===== src/rtl/seg7_pkg.sv =====
// Shared types and constants for the 7-segment scan controller.
package seg7_pkg;

  typedef enum logic [1:0] {
    IDLE  = 2'd0,
    GUARD = 2'd1,
    DRIVE = 2'd2
  } seg7_state_t;

  // Nibble that makes the shared decoder output its blank pattern.
  localparam logic [3:0] SEG7_BLANK_BCD = 4'hF;

  // Counter width for a modulus n, never narrower than one bit.
  function automatic int seg7_width(input int n);
    int w;
    w = $clog2(n);
    return (w < 1) ? 1 : w;
  endfunction

endpackage


===== src/rtl/seg7_slot_timer.sv =====
// Slot prescaler and digit index for the scan controller.
// cnt runs 0..SLOT_CYC-1 inside a slot; dig advances when cnt wraps and
// returns to 0 after the last digit. Both are held at 0 while run is low.
module seg7_slot_timer
  import seg7_pkg::*;
#(
  parameter int NUM_DIGITS = 4,
  parameter int SLOT_CYC   = 50000,
  parameter int GUARD_CYC  = 2,
  localparam int DW = seg7_width(NUM_DIGITS)
) (
  input  logic          clk,
  input  logic          rst,
  input  logic          run,
  output logic [DW-1:0] dig,
  output logic          guard,
  output logic          guard_last,
  output logic          slot_end,
  output logic          frame_end
);

  localparam int CW = seg7_width(SLOT_CYC);
  localparam logic [CW-1:0] CNT_LAST   = CW'(SLOT_CYC - 1);
  localparam logic [CW-1:0] GUARD_LEN  = CW'(GUARD_CYC);
  localparam logic [CW-1:0] GUARD_END  = CW'(GUARD_CYC - 1);
  localparam logic [DW-1:0] DIG_LAST   = DW'(NUM_DIGITS - 1);

  logic [CW-1:0] cnt;

  assign guard      = (cnt < GUARD_LEN);
  assign guard_last = (cnt == GUARD_END);
  assign slot_end   = (cnt == CNT_LAST);
  assign frame_end  = slot_end && (dig == DIG_LAST);

  // Prescaler and digit index; cleared whenever the scanner is not running.
  always_ff @(posedge clk or posedge rst) begin
    if (rst) begin
      cnt <= '0;
      dig <= '0;
    end else if (!run) begin
      cnt <= '0;
      dig <= '0;
    end else if (slot_end) begin
      cnt <= '0;
      dig <= frame_end ? '0 : dig + DW'(1);
    end else begin
      cnt <= cnt + CW'(1);
    end
  end

endmodule


===== src/rtl/seg7_scan_ctrl.sv =====
// Time-multiplexed 7-segment scan controller with double-buffered display.
// Optional feature: define SEG7_LZ_BLANK_EN for leading-zero suppression
// (digits above the most significant nonzero nibble stay dark, digit 0 is
// always shown). Without it every digit is driven.
//
// state | meaning
// IDLE  | scanner stopped, display dark, cnt/dig held at 0
// GUARD | first GUARD_CYC cycles of a slot, all digits dark
// DRIVE | rest of the slot, digit dig enabled with its nibble
module seg7_scan_ctrl
  import seg7_pkg::*;
#(
  parameter int NUM_DIGITS    = 4,
  parameter int SLOT_CYC      = 50000,
  parameter int GUARD_CYC     = 2,
  parameter int AN_ACTIVE_LOW = 1
) (
  input  logic                    clk,
  input  logic                    rst,
  input  logic                    en,
  input  logic [4*NUM_DIGITS-1:0] value,
  input  logic                    load,
  output logic                    ready,
  output logic [3:0]              bcd,
  output logic [NUM_DIGITS-1:0]   an,
  output logic                    frame_done
);

  localparam int DW = seg7_width(NUM_DIGITS);
  localparam logic [NUM_DIGITS-1:0] AN_OFF =
    (AN_ACTIVE_LOW != 0) ? {NUM_DIGITS{1'b1}} : {NUM_DIGITS{1'b0}};

  seg7_state_t state, state_nxt;

  logic          run;
  logic [DW-1:0] dig;
  logic          guard, guard_last, slot_end, frame_end;

  logic [NUM_DIGITS-1:0][3:0] pend_q, disp_q;
  logic                       pend_valid;
  logic                       boundary, commit, show;

  logic [3:0]            bcd_nxt;
  logic [NUM_DIGITS-1:0] an_nxt, an_sel;

  seg7_slot_timer #(
    .NUM_DIGITS (NUM_DIGITS),
    .SLOT_CYC   (SLOT_CYC),
    .GUARD_CYC  (GUARD_CYC)
  ) u_timer (
    .clk        (clk),
    .rst        (rst),
    .run        (run),
    .dig        (dig),
    .guard      (guard),
    .guard_last (guard_last),
    .slot_end   (slot_end),
    .frame_end  (frame_end)
  );

  // The frame boundary only counts while actually scanning.
  assign boundary = frame_end && (state == DRIVE);
  // Pending data moves to the display at a boundary, or at once when idle.
  assign commit   = pend_valid && (boundary || (state == IDLE));
  assign ready    = ~pend_valid;

`ifdef SEG7_LZ_BLANK_EN
  logic [DW-1:0] lz_top;

  // Highest digit holding a nonzero nibble; digit 0 when the value is zero.
  always_comb begin
    lz_top = '0;
    for (int k = 1; k < NUM_DIGITS; k++) begin
      if (disp_q[k] != 4'h0) lz_top = DW'(k);
    end
  end

  assign show = (dig <= lz_top);
`else
  assign show = 1'b1;
`endif

  // Next state, timer run, and next-cycle values for the output registers.
  always_comb begin
    state_nxt = state;
    run       = 1'b0;
    bcd_nxt   = SEG7_BLANK_BCD;
    an_nxt    = AN_OFF;
    an_sel    = {{(NUM_DIGITS-1){1'b0}}, 1'b1} << dig;
    if (!en) begin
      state_nxt = IDLE;
    end else begin
      case (state)
        IDLE:  state_nxt = GUARD;
        GUARD: begin
          run = 1'b1;
          // !guard recovers if cnt is ever seen past the guard window here.
          if (guard_last || !guard) state_nxt = DRIVE;
        end
        DRIVE: begin
          run = 1'b1;
          if (slot_end) state_nxt = GUARD;
        end
        default: state_nxt = IDLE;
      endcase
    end
    // dig never changes on an edge that enters or stays in DRIVE, so the
    // current index is the one the next cycle will show.
    if ((state_nxt == DRIVE) && show) begin
      bcd_nxt = disp_q[dig];
      an_nxt  = AN_OFF ^ an_sel;
    end
  end

  // State register.
  always_ff @(posedge clk or posedge rst) begin
    if (rst) state <= IDLE;
    else     state <= state_nxt;
  end

  // Registered outputs so bcd and an switch on the same edge.
  always_ff @(posedge clk or posedge rst) begin
    if (rst) begin
      bcd        <= SEG7_BLANK_BCD;
      an         <= AN_OFF;
      frame_done <= 1'b0;
    end else begin
      bcd        <= bcd_nxt;
      an         <= an_nxt;
      frame_done <= boundary && en;
    end
  end

  // Pending and display buffers; a full pending buffer blocks new loads.
  always_ff @(posedge clk or posedge rst) begin
    if (rst) begin
      pend_valid <= 1'b0;
      pend_q     <= '0;
      disp_q     <= '0;
    end else if (commit) begin
      disp_q     <= pend_q;
      pend_valid <= 1'b0;
    end else if (load && !pend_valid) begin
      pend_q     <= value;
      pend_valid <= 1'b1;
    end
  end

endmodule


===== config.mk =====
export PLATFORM = sky130hd
export DESIGN_NAME = seg7_scan_ctrl
export DESIGN_NICKNAME = d
export VERILOG_FILES = /design/src/rtl/seg7_pkg.sv /design/src/rtl/seg7_slot_timer.sv /design/src/rtl/seg7_scan_ctrl.sv
export SDC_FILE = /design/constraint.sdc
export NUM_CORES = 1
export LEC_CHECK = 0
export ABC_AREA = 1
export CORE_MARGIN = 4
export CORE_UTILIZATION = 55
export DETAILED_ROUTE_END_ITERATION = 8
export MAX_ROUTING_LAYER = met4
export PLACE_DENSITY = 0.87
export SYNTH_ARGS = -nofsm -noshare
export SYNTH_HDL_FRONTEND = slang
export SYNTH_SLANG_ARGS = --single-unit

===== constraint.sdc =====
create_clock -name clk -period 2.45 [get_ports clk]
set_input_delay 0.6125 -clock clk [delete_from_list [all_inputs] [get_ports clk]]
set_output_delay 0.6125 -clock clk [all_outputs]
set_load 0.05 [all_outputs]

== Yosys cells after proc, flatten, opt, wreduce, memory -nomap -nowiden ==
Index checks and enable logic that the tools add are counted.

* $add $sub $neg: 2
* Multiply operators: 0
* Div/mod/pow operators: 0
* Order comparisons: 2
* Equal/unequal tests: 7
* Shifts and indexed selects: 1
* Mux-type cells: 17
* Bitwise gates (word level): 3
* Reductions and logical operators: 13

{| class="wikitable"
|+ Operators with widths
! cell !! count
|-
| $mux 16 || 2
|-
| $add 16x1->16 const B || 1
|-
| $eq 16x1->1 const B || 1
|-
| $eq 16x16->1 const B || 1
|-
| $lt 16x2->1 const B || 1
|-
| $mux 2 || 6
|-
| $mux 4 || 3
|-
| $bmux 4 s2 || 1
|-
| $eq 2x2->1 const B || 3
|-
| $pmux 2 s3 || 1
|-
| $logic_and 1x1->1 || 5
|-
| $mux 1 || 4
|-
| $not 4->4 || 1
|-
| $shl 1x2->4 const A || 1
|-
| $lt 2x3->1 const B || 1
|-
| $add 2x1->2 const B || 1
|-
| $eq 2x1->1 const B || 1
|-
| $logic_not 1->1 || 2
|-
| $logic_not 2->1 || 1
|-
| $logic_or 1x1->1 || 2
|-
| $ne 2x2->1 const B || 1
|-
| $not 1->1 || 2
|-
| $reduce_and 2->1 || 1
|-
| $reduce_bool 2->1 || 1
|-
| $reduce_or 2->1 || 1
|}

* Flip-flop bits (word level): 62
* Latch bits: 0
* RAM bits: 0
* Memory bits (read-only): 0
* Input port bits: 20
* Logic and storage cells: 60
* Memories: 0

== Depth between registers and ports, before layout ==
* Depth in word-level cells: 8
* Mapped depth: 11
* Mapped depth without buffers: 11

== Hierarchy ==
From an unflattened synthesis, not the netlist that was laid out.

* Cells, all modules: 371
* Area, all modules: 3026.7 um^2

{| class="wikitable"
|+ By module, submodules not included
! module !! instances !! cells an instance !! area each (um^2) !! sequential area each (um^2)
|-
| seg7_scan_ctrl || 1 || 225 || 1928.1 || 1111.1
|-
| seg7_slot_timer || 1 || 146 || 1098.6 || 450.4
|}

== Least setup slack after synthesis ==
No wires, ideal clock.

* Path type: reg2reg
* From: register pend_valid
* To: register pend_q[10] (netlist name)
* Library setup time: 125 ps
* Arrival time: 1636 ps
* Required time: 2325 ps
* Path slack: 689 ps
* Stages on the path, launching flop included: 6
* Buffers on the path: 2
* Cell sequence: dfrtp_1 -> buf_2 -> inv_1 -> nand2_1 -> buf_2 -> mux2_2

* Cells in the longest elaborated chain, start to end: 3

{| class="wikitable"
|+ Ends and longest elaborated chain
! item !! RTL line !! text
|-
| start: declaration || seg7_scan_ctrl.sv:40 || <nowiki>logic pend_valid;</nowiki>
|-
| start signal: assignment || seg7_scan_ctrl.sv:137 || <nowiki>pend_valid <= 1'b0;</nowiki>
|-
| start signal: assignment || seg7_scan_ctrl.sv:142 || <nowiki>pend_valid <= 1'b0;</nowiki>
|-
| start signal: assignment || seg7_scan_ctrl.sv:145 || <nowiki>pend_valid <= 1'b1;</nowiki>
|-
| $logic_not 1->1 / $logic_and 1x1->1 (equally long branches) || seg7_scan_ctrl.sv:143, seg7_scan_ctrl.sv:64 ||
|-
| $logic_and 1x1->1 / $not 1->1 (equally long branches) || - ||
|-
| $reduce_and 2->1 (no source line) (*) || - ||
|-
| end signal: assignment || seg7_scan_ctrl.sv:144 || <nowiki>pend_q <= value;</nowiki>
|-
| end: declaration || seg7_scan_ctrl.sv:39 || <nowiki>logic [NUM_DIGITS-1:0][3:0] pend_q, disp_q;</nowiki>
|}

Every way passes the cells marked *; elsewhere a longest branch is shown, timed or not.
A chain may end at the register's enable or synchronous reset.

== Worst setup path after layout ==
* From: register an[0]
* To: output an[0]

{| class="wikitable"
|+ RTL lines
! item !! RTL line !! text
|-
| start: declaration || seg7_scan_ctrl.sv:25 || <nowiki>output logic [NUM_DIGITS-1:0] an,</nowiki>
|-
| start signal: assignment || seg7_scan_ctrl.sv:129 || <nowiki>an <= an_nxt;</nowiki>
|}

No word-level cell between the ends.

==> results.toml <==
[status]
outcome = "finished clean"

[floorplanning]
rows = 26
die-area_um2 = 6532
boundaryPins = 30
die_height_um = 80.82
die_w_um = 80.82
core_um2 = 5140
initial_utilization = 0.5674

[synth]
yosys.area_share.xor_xnor = 0.02102
syn_nets = 342
ys_types = 28
synth_fa_ha_area_frac = 0.04290
ys_ff_latch = 62
yosysSeqAreaShare = 0.5354
muxShareOfSynthArea = 0.06178
syn_area_um2 = 2917
yosysTopAreaCell = "dfrtp_1"
synth_top_family_by_area = "simple AND/OR/NAND/NOR gates"
synth_cells = 312
synth_warnings = 0
synth-simple-area-share = 0.2518
synth.avg_cell_area_um2 = 9.348
synth_top_area_share = 0.4633
synth_area_leaders = "dfrtp_1 (46%), nand2_1 (10%), dfstp_2 (7.2%)"
synth_compound_area_frac = 0.04247

[pwr]
swShare = 0.2649
clockPowerShare = 0.345
p_per_area_nw_per_um2 = 741.0
ir_worst_vdd_v = 0.0005729
p_sw_uw = 687.6
comb_power_share = 0.155
p_int_mw = 1.908
leakagePower_nw = 1.586
seq_power_share = 0.499
fin_total_pwr_mw = 2.595

[critical_path]
cp_max_fo = 1
critical_path_required_ns = 1.84
arrival_ns = 1.65
cpPeakStageDelay_ns = 0.79
critPathLaunchType = "flip-flop"
critPathKind = "reg -> out"
critical-path-top-delay-family = "buffers and inverters"
path_buf_inv = 1
slowest_stage = "clkdlybuf4s50_1"
worst_setup_path_end_kind = "output port"
path_cells = "clkdlybuf4s50_1"

[layout]
syn_to_final_growth_pct = 20.08
fillers = 417
seq_area_um2 = 1562
layout_commonest_cell = "nand2_1"
drive_gt1_frac = 0.1545
multi_input_area_um2 = 1225
final_cell_mix = "nand2_1 (80), dfrtp_1 (54), nor2_1 (38), nand3_1 (32), clkdlybuf4s50_1 (28)"
n_antenna_cell = 0
fin_nets = 381

[routing]
ant_nets = 0
dr.pass1.iters = 4
drtIter0Drc = 150
drc = 0
routed-via-count = 2223
wl_met2_um = 2734
highest_layer = "met4"
wl_met1_um = 2448
via_per_inst = 5.218
wl_um = 5513
wl_met3_um = 265
wl_per_cell_um = 12.94

[sta]
min_period_over_period = 0.9244
finalSetupTns_ns = 0
final.min_clock_period_ns = 2.265
rsz0062_at_grt = "false"
max_freq_ghz = 0.4416
fin_skew_ns = 0.005570
worst_slew_pin_slew_ns = 0.5942
finalSetupViolCount = 0
slew_violations = 0
hold_slack_ns = 0.4756
relSlewSlack = 0.6002
final-hold-violation-count = 0

[clock_tree]
max-clock-path-buffers = 2
cts_max_level = 3
cts_sinks = 62
numCtsBuffers = 9
postCtsSetupBuffers = 0
clk_latency_ns = 0.34
cts_resized = 0
hold_buffers = 0
clkTransAtPathRegs_ns = 0.07
cts-root-buf = "clkbuf_8"
cts_tree = "built"

[global_route]
track_usage = 0.2001
grt_remaining_overflow = 0
antenna_found_initial = 0
first_global_vias = 2186
grt_pass1_wl_um = 9653
grt_max_degree = 63

[run]
cap_violations = 0

[place]
hpwlAfterDp_um = 3879
port_buffers = 29
globalplace.congestion = 0.8692

[hold_path]
hp-class = "reg -> reg"
==> logic make-up (layout without fill, tap and decap cells) <==
group / after synthesis / count (layout)
AOI/OAI and AO/OA: 18 / 18
xor gates and xnor gates: 7 / 7
adders and majority gates: 10 / 10
buffers and inverters: 30 / 74
DFF: 62 / 62
muxes: 16 / 16
and+or+nand+nor: 169 / 169
==> worst paths after layout <==
kind,from,to,slack [ns],depth (start not counted)
min in group asynchronous,rst,pend_q[2]$_DFFE_PP0P_,0.65,3
setup reg to reg,u_timer.cnt[1]$_DFF_PP0_,disp_q[5]$_DFFE_PP0P_,0.56,8
setup / recovery,an[0]$_DFF_PP1_,an[0],0.19,1
hold reg to reg,disp_q[8]$_DFFE_PP0P_,disp_q[8]$_DFFE_PP0P_,0.48,2
hold / removal,disp_q[8]$_DFFE_PP0P_,disp_q[8]$_DFFE_PP0P_,0.48,2
max in group asynchronous,rst,bcd[0]$_DFF_PP1_,1.50,3
==> power by group through the flow <==
| stage | Sequential [mW] | Combinational [mW] | Clock (mW) |
|---|---|---|---|
| after global placement | 1.30 | 0.385 | 0 |
| after detailed placement | 1.31 | 0.404 | 0 |
| after CTS | 1.30 | 0.410 | 0.910 |
| after global routing | 1.32 | 0.458 | 0.960 |
| final | 1.30 | 0.403 | 0.896 |
| after floorplan | 1.28 | 0.303 | 0 |
==> Yosys cell counts <==
master and instances:
dfrtp_1 54, nand2_2 2, buf_2 2, nand2_4 2, mux2_2 16, nor3b_1 1, nor2_4 2, a32o_1 4
inv_2 1, clkbuf_1 2, nand4_1 2, nand3_1 32, xnor2_1 2, buf_6 2, nor3_1 7, clkinv_1 2
nor4_1 2, o21ai_0 3, inv_1 21, nor2_2 1, o21ai_4 1, dfstp_2 8, xor2_1 5, nand2_1 80
a211oi_1 1, a21oi_1 9, nor2_1 38, ha_1 10
==> area by class of cell <==
class / count / area share
Multi-Input combinational cell: 220 / 0.3498
Clock buffer: 12 / 0.04430
Clock inverter: 4 / 0.01286
Sequential cell: 62 / 0.4459
Timing Repair Buffer: 34 / 0.09646
Inverter: 24 / 0.02572
Tap cell: 70 / 0.02501
==> state kept, by name, indices dropped and copies added, names as in the netlist <==
signal       flops
disp_q          16
pend_q          16
u_timer.cnt     16
an               4
bcd              4
state            2
u_timer.dig      2
frame_done       1
pend_valid       1
==> per-stage QoR <==
| stage | instances | area, µm² | util | worst slack, ns |
|---|---|---|---|---|
| global route | 426 | 3502 | 0.6814 | 0.1480 |
| detailed placement | 410 | 3302 | 0.6424 | 0.4229 |
| finish | 426 | 3502 | 0.6814 | 0.1853 |
| global placement | 410 | 3302 | 0.6424 | 0.4780 |
| CTS | 426 | 3502 | 0.6814 | 0.1716 |
| floorplan | 312 | 2917 | - | 0.3093 |
==> routing by layer <==
metal / vias to the layer above / GRT usage
met1: 1058 / 0.2384
li1: 1100 / -
met5: - / -
met3: 7 / 0.03880
met4: 0 / 0.09797
met2: 58 / 0.3259
(Power assumes the default switching activity.)
